[config.mk]
export PLATFORM = sky130hd
export DESIGN_NAME = axi_master_write
export DESIGN_NICKNAME = d
export VERILOG_FILES = /design/src/rtl/axi_pkg.sv /design/src/rtl/axi_w_holdreg.sv /design/src/rtl/axi_master_write.sv
export SDC_FILE = /design/constraint.sdc
export NUM_CORES = 1
export LEC_CHECK = 0
export ABC_AREA = 1
export BUFFER_PORTS_ARGS = -buffer_cell sky130_fd_sc_hd__buf_4
export CORE_AREA = 2 2 87 89
export CTS_CLUSTER_SIZE = 10
export DETAILED_ROUTE_END_ITERATION = 12
export DIE_AREA = 0 0 89 91
export PLACE_DENSITY = 0.85
export SETUP_SLACK_MARGIN = 0.5
export SYNTH_ARGS = -nofsm -noshare
export SYNTH_HDL_FRONTEND = slang
export SYNTH_HIERARCHICAL = 1
export SYNTH_SLANG_ARGS = --single-unit
[constraint.sdc]
create_clock -name ACLK -period 5.3 [get_ports ACLK]
set_input_delay 0.53 -clock ACLK [delete_from_list [all_inputs] [get_ports ACLK]]
set_output_delay 0.53 -clock ACLK [all_outputs]
set_load 0.1 [all_outputs]
[src/rtl/axi_pkg.sv]
// Shared AXI definitions for the master write initiator and the slave write-channel handlers.
package axi_pkg;

    localparam int AXI_ID_W   = 4;
    localparam int AXI_ADDR_W = 32;
    localparam int AXI_DATA_W = 32;
    localparam int AXI_LEN_W  = 4;

    localparam logic [1:0] BURST_INCR = 2'b01;
    localparam logic [1:0] RESP_OKAY  = 2'b00;

    typedef enum logic [1:0] {
        IDLE,
        ADDR,
        DATA,
        RESP
    } wr_state_e;

endpackage

[src/rtl/axi_w_holdreg.sv]
// Single-entry W-channel holding register: the payload only changes when the slot is
// empty or draining, so WDATA/WSTRB/WLAST stay stable while WVALID && !WREADY.
module axi_w_holdreg
    import axi_pkg::*;
#(
    parameter int DATA_W = AXI_DATA_W
) (
    input  logic                ACLK,
    input  logic                ARESETn,
    input  logic                load_i,
    input  logic [DATA_W-1:0]   data_i,
    input  logic [DATA_W/8-1:0] strb_i,
    input  logic                last_i,
    input  logic                ready_i,
    output logic                valid_o,
    output logic [DATA_W-1:0]   data_o,
    output logic [DATA_W/8-1:0] strb_o,
    output logic                last_o
);

    logic                full_q, full_d;
    logic [DATA_W-1:0]   data_q, data_d;
    logic [DATA_W/8-1:0] strb_q, strb_d;
    logic                last_q, last_d;

    // The caller only asserts load_i when the slot is empty or being drained this cycle.
    always_comb begin
        full_d = full_q;
        data_d = data_q;
        strb_d = strb_q;
        last_d = last_q;
        if (load_i) begin
            full_d = 1'b1;
            data_d = data_i;
            strb_d = strb_i;
            last_d = last_i;
        end else if (full_q && ready_i) begin
            full_d = 1'b0;
        end
    end

    always_ff @(posedge ACLK) begin
        if (!ARESETn) begin
            full_q <= 1'b0;
            data_q <= '0;
            strb_q <= '0;
            last_q <= 1'b0;
        end else begin
            full_q <= full_d;
            data_q <= data_d;
            strb_q <= strb_d;
            last_q <= last_d;
        end
    end

    assign valid_o = full_q;
    assign data_o  = data_q;
    assign strb_o  = strb_q;
    assign last_o  = last_q;

endmodule

[src/rtl/axi_master_write.sv]
// AXI4 write initiator: one request -> AW, len+1 W beats, then B. One transaction in flight.
// state | meaning
// IDLE  | waiting for a request, req_ready high
// ADDR  | AWVALID held until AWREADY
// DATA  | requester beats pass through the W holding register
// RESP  | BREADY high, waiting for the write response
module axi_master_write
    import axi_pkg::*;
#(
    parameter logic [3:0] MASTER_ID = 4'd0,
    parameter int         ADDR_W    = 32,
    parameter int         DATA_W    = 32,
    parameter int         LEN_W     = 4
) (
    input  logic                ACLK,
    input  logic                ARESETn,
    input  logic                req_valid,
    output logic                req_ready,
    input  logic [ADDR_W-1:0]   req_addr,
    input  logic [LEN_W-1:0]    req_len,
    input  logic [2:0]          req_size,
    input  logic                wd_valid,
    output logic                wd_ready,
    input  logic [DATA_W-1:0]   wd_data,
    input  logic [DATA_W/8-1:0] wd_strb,
    output logic                busy,
    output logic                done,
    output logic                resp_err,
    output logic [3:0]          AWID,
    output logic [ADDR_W-1:0]   AWADDR,
    output logic [LEN_W-1:0]    AWLEN,
    output logic [2:0]          AWSIZE,
    output logic [1:0]          AWBURST,
    output logic                AWVALID,
    input  logic                AWREADY,
    output logic [DATA_W-1:0]   WDATA,
    output logic [DATA_W/8-1:0] WSTRB,
    output logic                WLAST,
    output logic                WVALID,
    input  logic                WREADY,
    input  logic [3:0]          BID,
    input  logic [1:0]          BRESP,
    input  logic                BVALID,
    output logic                BREADY
);

    wr_state_e         state_q, state_d;
    logic [ADDR_W-1:0] addr_q, addr_d;
    logic [LEN_W-1:0]  len_q, len_d;
    logic [2:0]        size_q, size_d;
    logic [LEN_W:0]    load_cnt_q, load_cnt_d;
    logic              resp_err_q, resp_err_d;
    logic              done_q, done_d;

    logic w_full;
    logic w_last;
    logic wd_fire;
    logic w_fire;
    logic load_last;

    // load_cnt is one bit wider than len so a 16-beat burst can count past the last beat.
    assign wd_ready  = (state_q == DATA) && (load_cnt_q <= {1'b0, len_q}) && (!w_full || WREADY);
    assign wd_fire   = wd_valid && wd_ready;
    assign w_fire    = w_full && WREADY;
    assign load_last = (load_cnt_q == {1'b0, len_q});

    axi_w_holdreg #(
        .DATA_W (DATA_W)
    ) u_w_holdreg (
        .ACLK    (ACLK),
        .ARESETn (ARESETn),
        .load_i  (wd_fire),
        .data_i  (wd_data),
        .strb_i  (wd_strb),
        .last_i  (load_last),
        .ready_i (WREADY),
        .valid_o (w_full),
        .data_o  (WDATA),
        .strb_o  (WSTRB),
        .last_o  (w_last)
    );

    always_comb begin
        state_d    = state_q;
        addr_d     = addr_q;
        len_d      = len_q;
        size_d     = size_q;
        load_cnt_d = load_cnt_q;
        resp_err_d = resp_err_q;
        done_d     = 1'b0;
        case (state_q)
            IDLE: begin
                if (req_valid) begin
                    addr_d     = req_addr;
                    len_d      = req_len;
                    size_d     = req_size;
                    load_cnt_d = '0;
                    resp_err_d = 1'b0;
                    state_d    = ADDR;
                end
            end
            ADDR: begin
                if (AWREADY) begin
                    state_d = DATA;
                end
            end
            DATA: begin
                if (wd_fire) begin
                    load_cnt_d = load_cnt_q + 1'b1;
                end
                if (w_fire && w_last) begin
                    state_d = RESP;
                end
            end
            RESP: begin
                if (BVALID) begin
                    resp_err_d = (BRESP != RESP_OKAY) || (BID != MASTER_ID);
                    done_d     = 1'b1;
                    state_d    = IDLE;
                end
            end
            default: state_d = IDLE;
        endcase
    end

    always_ff @(posedge ACLK) begin
        if (!ARESETn) begin
            state_q    <= IDLE;
            addr_q     <= '0;
            len_q      <= '0;
            size_q     <= '0;
            load_cnt_q <= '0;
            resp_err_q <= 1'b0;
            done_q     <= 1'b0;
        end else begin
            state_q    <= state_d;
            addr_q     <= addr_d;
            len_q      <= len_d;
            size_q     <= size_d;
            load_cnt_q <= load_cnt_d;
            resp_err_q <= resp_err_d;
            done_q     <= done_d;
        end
    end

    assign req_ready = (state_q == IDLE);
    assign busy      = (state_q != IDLE);
    assign done      = done_q;
    assign resp_err  = resp_err_q;
    assign AWID      = MASTER_ID;
    assign AWADDR    = addr_q;
    assign AWLEN     = len_q;
    assign AWSIZE    = size_q;
    assign AWBURST   = BURST_INCR;
    assign AWVALID   = (state_q == ADDR);
    assign WVALID    = w_full;
    assign WLAST     = w_last;
    assign BREADY    = (state_q == RESP);

endmodule

==> metrics.txt <==
routed via count 3393; Tot GR Track Use 0.220; die area 8100 um^2; max_cap viols 0; Post-CTS Resized 0; setup TNS 0 ns; sequential share of the synthesized area 0.499; final hold vios 0; CP Class reg2reg; WHS 0.394 ns; worst reg2reg path startpoint AWLEN[3]; Hold Buf Count CTS 0; largest net degree at the start of global routing 86; run status finished clean; FF-to-FF path depth 11; final wirelength 8980 um; clk_lat worst skew 0.35 ns; Initial DRC Count 156; TritonCTS buffer count 9; Final min period 2.73 ns; pwr/cell area 710 nW/um^2; post-detail-place hpwl 6390 um; initial antenna violation count 0; Worst Path Max Fanout 38; routability congestion estimate from global placement 0.854; Starting Density 0.484; Tightest Pin Transition 1.03 ns; Synth Cell Area 3450 um^2; router iterations before antenna repair 4; # rows 31; Yosys reg bits 86; vias in the first global route 3285; cell taking the most area after synthesis dfxtp_1; # diodes 0; CP Launch Type flop; Post CTS Setup Buffer Count 0; hold path start wd_data[18]; share of cells above drive strength 1 0.345; HP Class in2reg; htree depth 3; crit path DAT 2.96 ns; Mean Syn Cell Area 7.72 um^2; flop-to-flop setup slack 2.57 ns; RR Endpoint u_w_holdreg/data_o[6]; synth top area cells dfxtp_1 50%, nor2_1 16%, o21ai_0 11%; Synth Warn # 6; Crit. End Element flop; peak supply drop 0.359 mV; Fillers 606; Placement Cell Area 4680 um^2; Die Ht 91 um; core area 7140 um^2; Tcrit/Tclk final 0.515; post-DR wirelength/cell 12.7 um; Netlist cell types 33; Synth top area share 0.499; CTS Buffer Depth 2; Design Area, Final 4880 um^2; final setup fails 0; GRT Residual Overflow 0; hold endpoint u_w_holdreg/data_o[18]; # IOs 178; Leakage 0.00241 uW; Clock Sinks 86; vias per inst 4.80; RSZ-0062 raised after global routing false; antenna viol nets, final 0; Syn-to-layout area delta 41.5%; slew margin rel. 0.316; CTS tree built; fin nets 700; DRC 0; Clock Pin Slew Worst Setup and Hold Paths 0.10 ns; cell count after synthesis 447; Clk Tree Root Cell clkbuf_8; Setup Skew 0.0114 ns; Max Slew Vio Count 0; hold path cells 3; Critical Path RT 5.53 ns; highest clock rate 0.366 GHz; Die W 89 um; first-pass GRT wire length 14400 um; number of port buffers 171
[area by class of cell]
class / instances / area, um^2 / area share
Timing Repair Buffer: 172 / 1290 / 0.264
Multi-Input combinational cell: 309 / 1440 / 0.296
Inverter: 25 / 96.3 / 0.0197
Clock buffer: 9 / 124 / 0.0254
Sequential cell: 86 / 1720 / 0.353
Tap cell: 99 / 124 / 0.0254
Clock inverter: 7 / 81.3 / 0.0167
[worst max path at each step]
stage	startpoint	end	cells after the start	slack [ns]
final	AWLEN[3]	u_w_holdreg/data_o[6]	11	2.57
after global routing	load_cnt_q[2]	u_w_holdreg/data_o[1]	11	2.25
after CTS	AWLEN[3]	u_w_holdreg/data_o[6]	11	2.59
after detailed placement	load_cnt_q[2]	u_w_holdreg/data_o[20]	11	2.62
after global placement	AWLEN[3]	u_w_holdreg/data_o[29]	11	2.70
after floorplan	AWLEN[2]	wd_ready	9	2.41
[worst max-delay path: stages (launching register included)]
cell     delay (ns)
dfxtp_1        0.34
inv_1          0.06
ha_1           0.28
inv_1          0.05
nor2_2         0.12
nand3_1        0.13
nand2_2        0.10
nand3_2        0.09
inv_1          0.76
inv_4          0.38
nor2_1         0.21
nor2_1         0.06
[metal layers]
layer	wire (um)	track usage	vias up
li1	-	-	1726
met1	3620	0.254	1516
met2	4500	0.375	127
met3	581	0.0509	24
met4	277	0.107	0
met5	0	0	-
[registers in the layout, summed over array words and instances (netlist names), 2 cells and up]
signal / flops
AWSIZE: 3
AWLEN: 4
AWADDR: 32
load_cnt_q: 5
state_q: 2
u_w_holdreg/strb_o: 4
u_w_holdreg/data_o: 32
[per-stage QoR]
| stage | cells | setup slack (ns) | util | power, uW |
|---|---|---|---|---|
| after CTS | 707 | 2.59 | 0.684 | 3490 |
| after floorplan | 451 | 2.41 | - | 2610 |
| after global placement | 691 | 2.70 | 0.655 | 2980 |
| final | 707 | 2.57 | 0.684 | 3470 |
| after detailed placement | 691 | 2.62 | 0.655 | 3010 |
| after global routing | 707 | 2.25 | 0.684 | 3630 |
[cell usage in the layout, fill, tap and decap left out, drive strengths merged]
master	synthesis	final
a21oi	13	13
a31o	1	1
a31oi	1	1
buf	21	172
bufinv	0	1
clkbuf	10	9
clkinv	1	2
clkinvlp	0	3
conb	2	6
dfxtp	86	86
ha	9	9
inv	24	26
nand2	21	21
nand3	12	12
nand4	2	2
nor2	159	159
nor3	1	1
nor4	1	1
o21ai	82	82
or2	1	1
[synth_stat cells (all sizes together)]
cell type / count
nor2: 159
dfxtp: 86
o21ai: 82
inv: 24
buf: 21
nand2: 21
a21oi: 13
nand3: 12
clkbuf: 10
ha: 9
conb: 2
nand4: 2
a31o: 1
a31oi: 1
clkinv: 1
nor3: 1
nor4: 1
or2: 1
[power by group]
group / total [uW] / internal (uW) / switching [uW]
Clock: 471 / 223 / 248
Sequential: 918 / 817 / 101
Combinational: 2080 / 421 / 1660
Total: 3470 / 1460 / 2010
[cell families (layout without fill, tap and decap cells)]
family / after synthesis / in the layout / synth area share
AND/OR/NAND/NOR: 197 / 197 / 0.235
AO/OA/AOI/OAI: 97 / 97 / 0.144
flip-flops: 86 / 86 / 0.499
buffers and inverters: 56 / 213 / 0.0870
adder cells (fa/ha/maj): 9 / 9 / 0.0326
other: 2 / 6 / 0.00218
(Power assumes the default switching activity.)
